File: src/rtl/cordic_pkg.sv
// cordic_pkg: shared constants and helpers for the CORDIC trig engine.
// Holds the arctangent table (Q3.29), the CORDIC gain K (Q2.30), pi constants
// (Q3.29), the FSM state encoding, and helpers that rescale them to narrower widths.
package cordic_pkg;

  typedef enum logic [1:0] {
    IDLE   = 2'd0,
    ITER   = 2'd1,
    FINISH = 2'd2
  } state_t;

  // atan(2^-i) for i = 0..29, Q3.29
  localparam logic signed [31:0] ATAN_TABLE [0:29] = '{
    32'sh1921FB54, 32'sh0ED63382, 32'sh07D6DD7E, 32'sh03FAB753,
    32'sh01FF55BB, 32'sh00FFEAAD, 32'sh007FFD55, 32'sh003FFFAA,
    32'sh001FFFF5, 32'sh000FFFFE, 32'sh0007FFFF, 32'sh0003FFFF,
    32'sh0001FFFF, 32'sh0000FFFF, 32'sh00007FFF, 32'sh00003FFF,
    32'sh00001FFF, 32'sh00000FFF, 32'sh000007FF, 32'sh000003FF,
    32'sh000001FF, 32'sh000000FF, 32'sh0000007F, 32'sh0000003F,
    32'sh0000001F, 32'sh0000000F, 32'sh00000007, 32'sh00000004,
    32'sh00000002, 32'sh00000001
  };

  localparam logic signed [31:0] CORDIC_K = 32'sh26DD3B6A;  // 0.6072529350, Q2.30
  localparam logic signed [31:0] PI       = 32'sh6487ED51;  // Q3.29
  localparam logic signed [31:0] PI_2     = 32'sh3243F6A9;  // Q3.29
  localparam logic signed [31:0] NEG_PI   = 32'sh9B7812AF;  // Q3.29

  // Rescale a 32-bit fixed-point constant to a narrower datapath (same integer bits).
  function automatic logic signed [31:0] scale_q(input logic signed [31:0] v, input int width);
    return v >>> (32 - width);
  endfunction

  // Table entry for a given iteration, rescaled; indices past the table read as zero.
  function automatic logic signed [31:0] atan_q(input logic [4:0] idx, input int width);
    if (idx > 5'd29) return '0;
    return ATAN_TABLE[idx] >>> (32 - width);
  endfunction

  // Gain constant rounded (not truncated) to the narrower fraction width.
  function automatic logic signed [31:0] k_q(input int width);
    if (width >= 32) return CORDIC_K;
    return (CORDIC_K + (32'sd1 <<< (31 - width))) >>> (32 - width);
  endfunction

endpackage

File: src/rtl/cordic_stage_comb.sv
// cordic_stage_comb: one combinational CORDIC micro-rotation (rotation mode).
// Ports: x, y, z, i in -> x_rot, y_rot, z_rot out; all WIDTH+2 bits, z in Q3 format.
// Direction follows the sign of z; shifts are arithmetic.
module cordic_stage_comb
  import cordic_pkg::*;
#(
  parameter int WIDTH = 32
) (
  input  logic signed [WIDTH+1:0] x,
  input  logic signed [WIDTH+1:0] y,
  input  logic signed [WIDTH+1:0] z,
  input  logic        [4:0]       i,
  output logic signed [WIDTH+1:0] x_rot,
  output logic signed [WIDTH+1:0] y_rot,
  output logic signed [WIDTH+1:0] z_rot
);

  logic signed [31:0]      atan32;
  logic signed [WIDTH+1:0] atan_w;
  logic signed [WIDTH+1:0] x_sh;
  logic signed [WIDTH+1:0] y_sh;

  always_comb begin
    atan32 = atan_q(i, WIDTH);
    atan_w = {{2{atan32[WIDTH-1]}}, atan32[WIDTH-1:0]};
    x_sh   = x >>> i;
    y_sh   = y >>> i;
    if (z[WIDTH+1] == 1'b0) begin
      x_rot = x - y_sh;
      y_rot = y + x_sh;
      z_rot = z - atan_w;
    end else begin
      x_rot = x + y_sh;
      y_rot = y - x_sh;
      z_rot = z + atan_w;
    end
  end

endmodule

File: src/rtl/cordic_seq.sv
// cordic_seq: iterative CORDIC giving cos/sin of a full-circle angle, one micro-rotation per clock.
// Ports: clk, reset (sync, active-low), start, theta (Q3.(W-3)) in; busy, done, cos_out,
// sin_out (Q2.(W-2)), err out. Done pulses ITERS+1 edges after the accepting edge; start ignored while busy.
module cordic_seq
  import cordic_pkg::*;
#(
  parameter int WIDTH = 32,
  parameter int ITERS = 24
) (
  input  logic                    clk,
  input  logic                    reset,
  input  logic                    start,
  input  logic signed [WIDTH-1:0] theta,
  output logic                    busy,
  output logic                    done,
  output logic signed [WIDTH-1:0] cos_out,
  output logic signed [WIDTH-1:0] sin_out,
  output logic                    err
);

  localparam int ZW = WIDTH + 2;
  localparam logic signed [31:0] PI_S     = scale_q(PI, WIDTH);
  localparam logic signed [31:0] PI_2_S   = scale_q(PI_2, WIDTH);
  localparam logic signed [31:0] NEG_PI_S = scale_q(NEG_PI, WIDTH);
  localparam logic signed [31:0] K_S      = k_q(WIDTH);
  localparam logic [4:0]         LAST     = 5'(ITERS - 1);

  state_t state, state_n;

  logic signed [ZW-1:0]    x_r, y_r, z_r;
  logic signed [ZW-1:0]    x_n, y_n, z_n;
  logic signed [ZW-1:0]    x_rot, y_rot, z_rot;
  logic [4:0]              i_r, i_n;
  logic                    neg_r, neg_n;
  logic                    oor_r, oor_n;
  logic                    busy_n, done_n, err_n;
  logic signed [WIDTH-1:0] cos_n, sin_n;
  logic signed [WIDTH-1:0] x_lo, y_lo;
  logic signed [31:0]      theta32, fold32;
  logic                    fold_hi, fold_lo;

  cordic_stage_comb #(.WIDTH(WIDTH)) u_stage (
    .x     (x_r),
    .y     (y_r),
    .z     (z_r),
    .i     (i_r),
    .x_rot (x_rot),
    .y_rot (y_rot),
    .z_rot (z_rot)
  );

  // Compare against 32-bit constants; the size cast sign-extends theta.
  assign theta32 = 32'(theta);
  assign fold_hi = theta32 > PI_2_S;
  assign fold_lo = theta32 < -PI_2_S;

  // Fold into [-pi/2, pi/2]; the result always fits back in WIDTH bits.
  always_comb begin
    fold32 = theta32;
    if (fold_hi)      fold32 = theta32 - PI_S;
    else if (fold_lo) fold32 = theta32 + PI_S;
  end

  // Negating in WIDTH bits matches negating the wide value then truncating.
  assign x_lo = x_r[WIDTH-1:0];
  assign y_lo = y_r[WIDTH-1:0];

  always_comb begin
    state_n = state;
    x_n     = x_r;
    y_n     = y_r;
    z_n     = z_r;
    i_n     = i_r;
    neg_n   = neg_r;
    oor_n   = oor_r;
    busy_n  = busy;
    done_n  = 1'b0;
    err_n   = err;
    cos_n   = cos_out;
    sin_n   = sin_out;
    unique case (state)
      IDLE: begin
        if (start) begin
          state_n = ITER;
          busy_n  = 1'b1;
          x_n     = {2'b00, K_S[WIDTH-1:0]};
          y_n     = '0;
          z_n     = {{2{fold32[WIDTH-1]}}, fold32[WIDTH-1:0]};
          i_n     = '0;
          neg_n   = fold_hi || fold_lo;
          // Out-of-range angles still iterate; the result is discarded at FINISH.
          oor_n   = (theta32 > PI_S) || (theta32 < NEG_PI_S);
        end
      end
      ITER: begin
        x_n = x_rot;
        y_n = y_rot;
        z_n = z_rot;
        i_n = i_r + 5'd1;
        if (i_r == LAST) state_n = FINISH;
      end
      FINISH: begin
        state_n = IDLE;
        busy_n  = 1'b0;
        done_n  = 1'b1;
        err_n   = oor_r;
        if (oor_r) begin
          cos_n = '0;
          sin_n = '0;
        end else begin
          cos_n = neg_r ? -x_lo : x_lo;
          sin_n = neg_r ? -y_lo : y_lo;
        end
      end
      default: state_n = IDLE;
    endcase
  end

  always_ff @(posedge clk) begin
    if (!reset) begin
      state   <= IDLE;
      x_r     <= '0;
      y_r     <= '0;
      z_r     <= '0;
      i_r     <= '0;
      neg_r   <= 1'b0;
      oor_r   <= 1'b0;
      busy    <= 1'b0;
      done    <= 1'b0;
      err     <= 1'b0;
      cos_out <= '0;
      sin_out <= '0;
    end else begin
      state   <= state_n;
      x_r     <= x_n;
      y_r     <= y_n;
      z_r     <= z_n;
      i_r     <= i_n;
      neg_r   <= neg_n;
      oor_r   <= oor_n;
      busy    <= busy_n;
      done    <= done_n;
      err     <= err_n;
      cos_out <= cos_n;
      sin_out <= sin_n;
    end
  end

endmodule

File: config.mk
export PLATFORM = sky130hd
export DESIGN_NAME = cordic_seq
export DESIGN_NICKNAME = d
export VERILOG_FILES = /design/src/rtl/cordic_pkg.sv /design/src/rtl/cordic_stage_comb.sv /design/src/rtl/cordic_seq.sv
export SDC_FILE = /design/constraint.sdc
export NUM_CORES = 1
export LEC_CHECK = 0
export BUFFER_PORTS_ARGS = -buffer_cell sky130_fd_sc_hd__buf_4
export CAP_MARGIN = 25
export CORE_ASPECT_RATIO = 0.6
export CORE_MARGIN = 2
export CORE_UTILIZATION = 45
export CTS_CLUSTER_SIZE = 16
export DETAILED_ROUTE_END_ITERATION = 7
export PLACE_DENSITY = 0.66
export SYNTH_ARGS = -nofsm -noshare
export SYNTH_HDL_FRONTEND = slang
export SYNTH_HIERARCHICAL = 1
export SYNTH_SLANG_ARGS = --single-unit
File: constraint.sdc
create_clock -name clk -period 6.35 [get_ports clk]
set_input_delay 1.27 -clock clk [delete_from_list [all_inputs] [get_ports clk]]
set_output_delay 1.27 -clock clk [all_outputs]
set_load 0.02 [all_outputs]
After elaboration in Yosys (flattened, before gate mapping)
Memory sizes are Yosys's and may differ from the RTL's.
Cells that the tools add are included.

word-level totals
  flip-flop bits (word level) = 178
  bits in latches = 0
  bits in writable memories = 0
  memory bits (read-only) = 1024
  input port bits = 35
  output and inout bits = 67
  logic and storage cells = 75
  memories = 1

cells by class
  add/sub/neg operators = 11
  multipliers = 0
  div/mod/pow operators = 0
  magnitude comparators = 6
  equality and inequality tests = 5
  shifts and indexed selects = 2
  muxes and demuxes = 28
  bitwise operators = 1
  reduce and logical (&&, ||, !) cells = 9

memory list
  name              words  bits a word  rd ports  clocked after memory_dff  write ports  RTL line          source
  (name not given)  32     32           1         0                         0            cordic_pkg.sv:37  return ATAN_TABLE[idx] >>> (32 - width);

operators by type and width
  operator                number
  $mux 32                 10
  $mux 34                 6
  $pmux 34 s2             3
  $add 34x34->34          2
  $sshr 34x5->34          2
  $sub 34x34->34          2
  $neg 32->32             2
  $add 34x32->34          1
  $sub 34x32->34          1
  $add 32x32->32 const B  1
  $gt 32x31->1 const B    1
  $gt 32x32->1 const B    1
  $lt 32x31->1 const B    1
  $lt 32x32->1 const B    1
  $sub 32x32->32 const B  1
  $pmux 5 s2              1
  $reduce_and 2->1        4
  $ge 6x6->1 const B      1
  $not 5->6               1
  $add 5x1->5 const B     1
  $eq 5x5->1 const B      1
  $gt 5x5->1 const B      1
  $mux 5                  1
  $mux 2                  2
  9 further kinds         14

Depth between registers and ports, before layout
  word-level depth = 8
  mapped depth = 32
  mapped depth without buffers = 26

Cells and area by module
The synthesis kept the hierarchy.

modules (own cells, without submodules)
  module             times used  cells an instance  area an instance (µm²)
  cordic_stage_comb  1           1517               11785.1
  cordic_seq         1           1078               8977.4

Least setup slack after synthesis
No wires, ideal clock.

  kind = register to register
  start = register i_r[2]
  end = register z_r[32]
  setup time = 0.078 ns
  arrival time = 6.551 ns
  slack = -0.279 ns
  stages on the path, launching flop included = 31
  period minus slack after synthesis = 6.629 ns
  cells stage by stage = dfxtp_1 -> clkbuf_1 -> buf_4 -> buf_4 -> buf_4 -> buf_2 -> buf_2 -> buf_1 -> clkbuf_1 -> o211ai_1 -> o21ai_0 -> ha_1 -> nand2_1 -> nor2_1 -> nand3_1 -> o41ai_2 -> buf_4 -> xnor2_1 -> ha_1 -> and3_1 -> a221o_1 -> a21oi_1 -> o21ai_0 -> a311oi_1 -> o31ai_1 -> a41o_1 -> a2111o_1 -> a21oi_1 -> xnor2_1 -> nor2_1 -> nor3_1

between the ends
  cells in the longest elaborated chain, start to end = 8

ends and longest elaborated chain
  item                                              RTL line                                          source
  start, declared                                   cordic_seq.sv:33                                  logic [4:0] i_r, i_n;
  start signal, assigned                            cordic_seq.sv:138                                 i_r <= i_n;
  $not 5->6 (not written as such)                   cordic_pkg.sv:37
  $mem_v2 32x32                                     --
  $mux 32 (not written as such) (2 in series)       cordic_pkg.sv:37
  $mux 32 *                                         cordic_pkg.sv:37
  $sub 34x32->34 or $add 34x32->34 (tied branches)  cordic_stage_comb.sv:31, cordic_stage_comb.sv:35
  $mux 34 *                                         cordic_stage_comb.sv:28                           if (z[WIDTH+1] == 1'b0) begin
  via z_rot[32]                                     cordic_seq.sv:32                                  logic signed [ZW-1:0] x_rot, y_rot, z_rot;
  $pmux 34 s2 *                                     cordic_seq.sv:81                                  unique case (state)
  end signal, assigned                              cordic_seq.sv:137                                 z_r <= z_n;
  end, declared                                     cordic_seq.sv:30                                  logic signed [ZW-1:0] x_r, y_r, z_r;

Mark *: on every way through the listed nets, which the timed path passes. The rest lies on a longest branch. The select of a mux whose other input is x is not followed.
A chain may end at the register's enable or synchronous reset.

Worst setup path after layout
  start = register i_r[0]
  end = register x_r[32]

between the ends
  cells in the longest elaborated chain, start to end = 4

ends and longest elaborated chain
  item                                              RTL line                                          source
  $sshr 34x5->34 *                                  cordic_stage_comb.sv:27                           y_sh = y >>> i;
  $sub 34x34->34 or $add 34x34->34 (tied branches)  cordic_stage_comb.sv:29, cordic_stage_comb.sv:33
  $mux 34 *                                         cordic_stage_comb.sv:28
  via x_rot[32]                                     cordic_seq.sv:32
  $pmux 34 s2 *                                     cordic_seq.sv:81
  end signal, assigned                              cordic_seq.sv:135                                 x_r <= x_n;
  end, declared                                     cordic_seq.sv:30

Mark *: on every way through the listed nets, which the timed path passes. The rest lies on a longest branch.

==> out/results.txt <==
Routed wire per std cell: 23.7 um
Hold Crit Depth: 2
I/O Buffers: 101
largest net degree at the start of global routing: 65
share of layout cells above drive strength 1: 16.8%
placed instance count: 3259
detailed-route via count: 21714
Yosys Warn Count: 6
R2R Setup Slk: 170 ps
initial antenna violation count: 2
cells taking the most area after synthesis: dfxtp_1 17%, mux4_2 9.7%, ha_1 7.1%
first-pass GRT wire length: 119 mm
worst rel slew slack: 24.9%
Critical Path Start: i_r[0]
HP Start: sin_out[12]
Die Width: 281 um
synthesized area: 20800 um2
PnR worst setup slack: 170 ps
Primary FF master, synth: dfxtp_1
grt total ovfl: 0
Worst Skew: 21.5 ps
Mapped Cells: 2595
row cnt: 60
chip height: 170 um
fin nets: 2817
initial core utilization: 45.9%
Synth cell types: 99
area delta synth->final: 11.7%
max cap viols: 0
Worst Hold Class: flop to flop
Worst-Margin Slew: 1130 ps
hpwl dp: 59.9 mm
via/cell ratio: 6.59
r2r startpoint: i_r[0]
Final Setup Violations: 0
R2R depth: 23
Remaining DRCs: 0
die area: 47900 um2
Hold Vio Cnt, Final: 0
CP Launch Type: flop
sequential-to-total area share from yosys stat: 17.2%
CP Class: flop to flop
Synth top area share: 17.2%
Clock Sinks: 178
Antenna diodes: 0
# IOs: 102
Max Root-Sink Buffers: 2
htree depth: 4
Slew Viols, Final: 0
crit path DAT: 6550 ps
TritonCTS clock tree: built
status: finished, final reports clean
Non-Filler Instances: 3295
FF-to-FF End: x_r[32]
dpl ws: 276 ps
Core ar.: 45200 um2
power per cell area: 509 nW/um2
vias in the first global route: 19334
Tot GR Track Use: 32.0%
ys async rst share: 0%
flops & latches, synth: 178
Worst EP required: 6720 ps
peak supply drop: 319 uV
CP Capture Type: flop
clock transition at the registers of the reported paths: 80 ps
Pwr Total: 11800 uW
Post-synth EDFFs: 0
period utilization: 97.3%
number of DRC markers in iteration 0: 3066
setup TNS: 0 ps
crit path max fanout: 33
Clock Tree Root: clkbuf_16
leakage power: 0.00947 uW
Worst-Skew Late Latency: 480 ps
WHS Endpoint: sin_out[12]
syn_nets: 2750
DRT Pass-1 Iters: 6
GP Congestion: 1.05
DRT Wirelength: 78.2 mm
Synth Area per Inst: 8.00 um2
Tmin final: 6180 ps
CTS Buf Count: 17
f_max: 0.162 GHz
DRT antenna net count: 0
largest area contributor in the netlist: dfxtp_1
==> state kept, by name (all words and copies together), names as in the netlist <==
register,flops
x_r,34
done,1
sin_out,32
neg_r,1
err,1
y_r,34
oor_r,1
i_r,5
cos_out,32
busy,1
state,2
z_r,34
==> critical path: stages (launching register included) <==
cell and delay [ps]:
dfxtp_4 500, buf_16 260, mux4_2 540, mux2i_1 190, buf_4 190, nor2_1 50, a211oi_2 340, ha_1 230
nor2b_1 280, nand3_1 220, o41ai_2 410, xor2_1 300, ha_1 340, and2_1 210, nand4_1 120, nor2_1 60
a2bb2oi_1 260, a31oi_1 200, a41oi_1 320, o21ai_0 250, a211o_1 310, a21oi_1 180, xnor2_1 90, a22o_1 200
==> through the flow <==
| stage | hold slack, ps | cell area, um2 | util, % |
|---|---|---|---|
| detailed placement | 444 | 22500 | 49.8 |
| floorplan | 457 | 20800 | - |
| CTS | 460 | 23100 | 51.0 |
| global route | 482 | 23200 | 51.3 |
| global placement | 439 | 22500 | 49.8 |
| finish | 455 | 23200 | 51.3 |
==> how the worst max path moves through the flow <==
| stage | end | cells after the start | slack, ps |
|---|---|---|---|
| 6_report | x_r[32] | 23 | 170 |
| 5_1_grt | x_r[32] | 23 | -8 |
| 4_1_cts | x_r[32] | 23 | 220 |
| 3_5_place_dp | y_r[25] | 21 | 280 |
| 3_3_place_gp | x_r[32] | 24 | 400 |
| 2_1_floorplan | z_r[32] | 32 | 20 |
==> placed cells by master, fill, tap and decap left out, types with 43 or more instances in the layout <==
| master | instances |
|---|---|
| xnor2_1 | 123 |
| mux4_2 | 89 |
| ha_1 | 117 |
| nor2_1 | 189 |
| a21o_1 | 54 |
| a22o_1 | 62 |
| a21oi_1 | 197 |
| nand3_1 | 43 |
| o21ai_0 | 188 |
| nand2_1 | 256 |
| xor2_1 | 125 |
| buf_4 | 211 |
| nor3_1 | 51 |
| mux2i_1 | 53 |
| dfxtp_1 | 171 |
| inv_1 | 60 |
==> logic make-up (layout without fill, tap and decap cells) <==
group / Yosys count / in the layout / share of synthesized area [%]
AOI/OAI and AO/OA: 859 / 859 / 27.4
xor gates and xnor gates: 251 / 251 / 10.6
adders and majority gates: 120 / 120 / 7.34
buffers and inverters: 235 / 315 / 4.97
DFF: 178 / 178 / 17.2
muxes: 179 / 179 / 14.3
and+or+nand+nor: 773 / 773 / 18.3
==> final cells by class <==
cell class              count  area [um2]
flip-flops and latches    178        3580
multi-input cells        2182       16300
clock inverters            14         141
clock buffers              18         439
fillers                  4355       22000
well taps                 620         776
repair buffers            220        1750
inverters                  63         240
==> where the power goes <==
| group | switching (uW) | internal (uW) |
|---|---|---|
| Sequential | 528 | 1320 |
| Combinational | 5080 | 3770 |
| Clock | 566 | 534 |
==> synthesized netlist by cell type, types with 32 or more instances <==
master and n:
mux4_2 89, o21a_1 34, a22oi_1 32, xor2_1 127
nand2_1 256, mux2i_1 54, and3_1 32, ha_1 117
nor3_1 52, a31oi_1 39, a21o_1 54, a22o_1 62
nand3_1 43, a21oi_1 199, nor2_1 191, inv_1 61
clkbuf_1 97, buf_2 35, mux2_2 35, o21ai_0 188
dfxtp_1 178, xnor2_1 124
==> timing repair <==
item / in CTS / in global routing
endpoints found under the setup margin: 0 / 15
hold buffers: 0 / 0
gates resized for setup: 0 / 15
setup buffers: 0 / 3
==> metal layers <==
layer  part of all wire, %  up-vias  global-route usage (%)
li1                      -     9884                       -
met1                    48    10440                    50.1
met2                    37     1304                    40.5
met3                    14       82                    12.8
met4                  0.91        4                    4.02
met5                  0.10        -                    1.03
No activity file was read; power rests on OpenSTA's default activity.
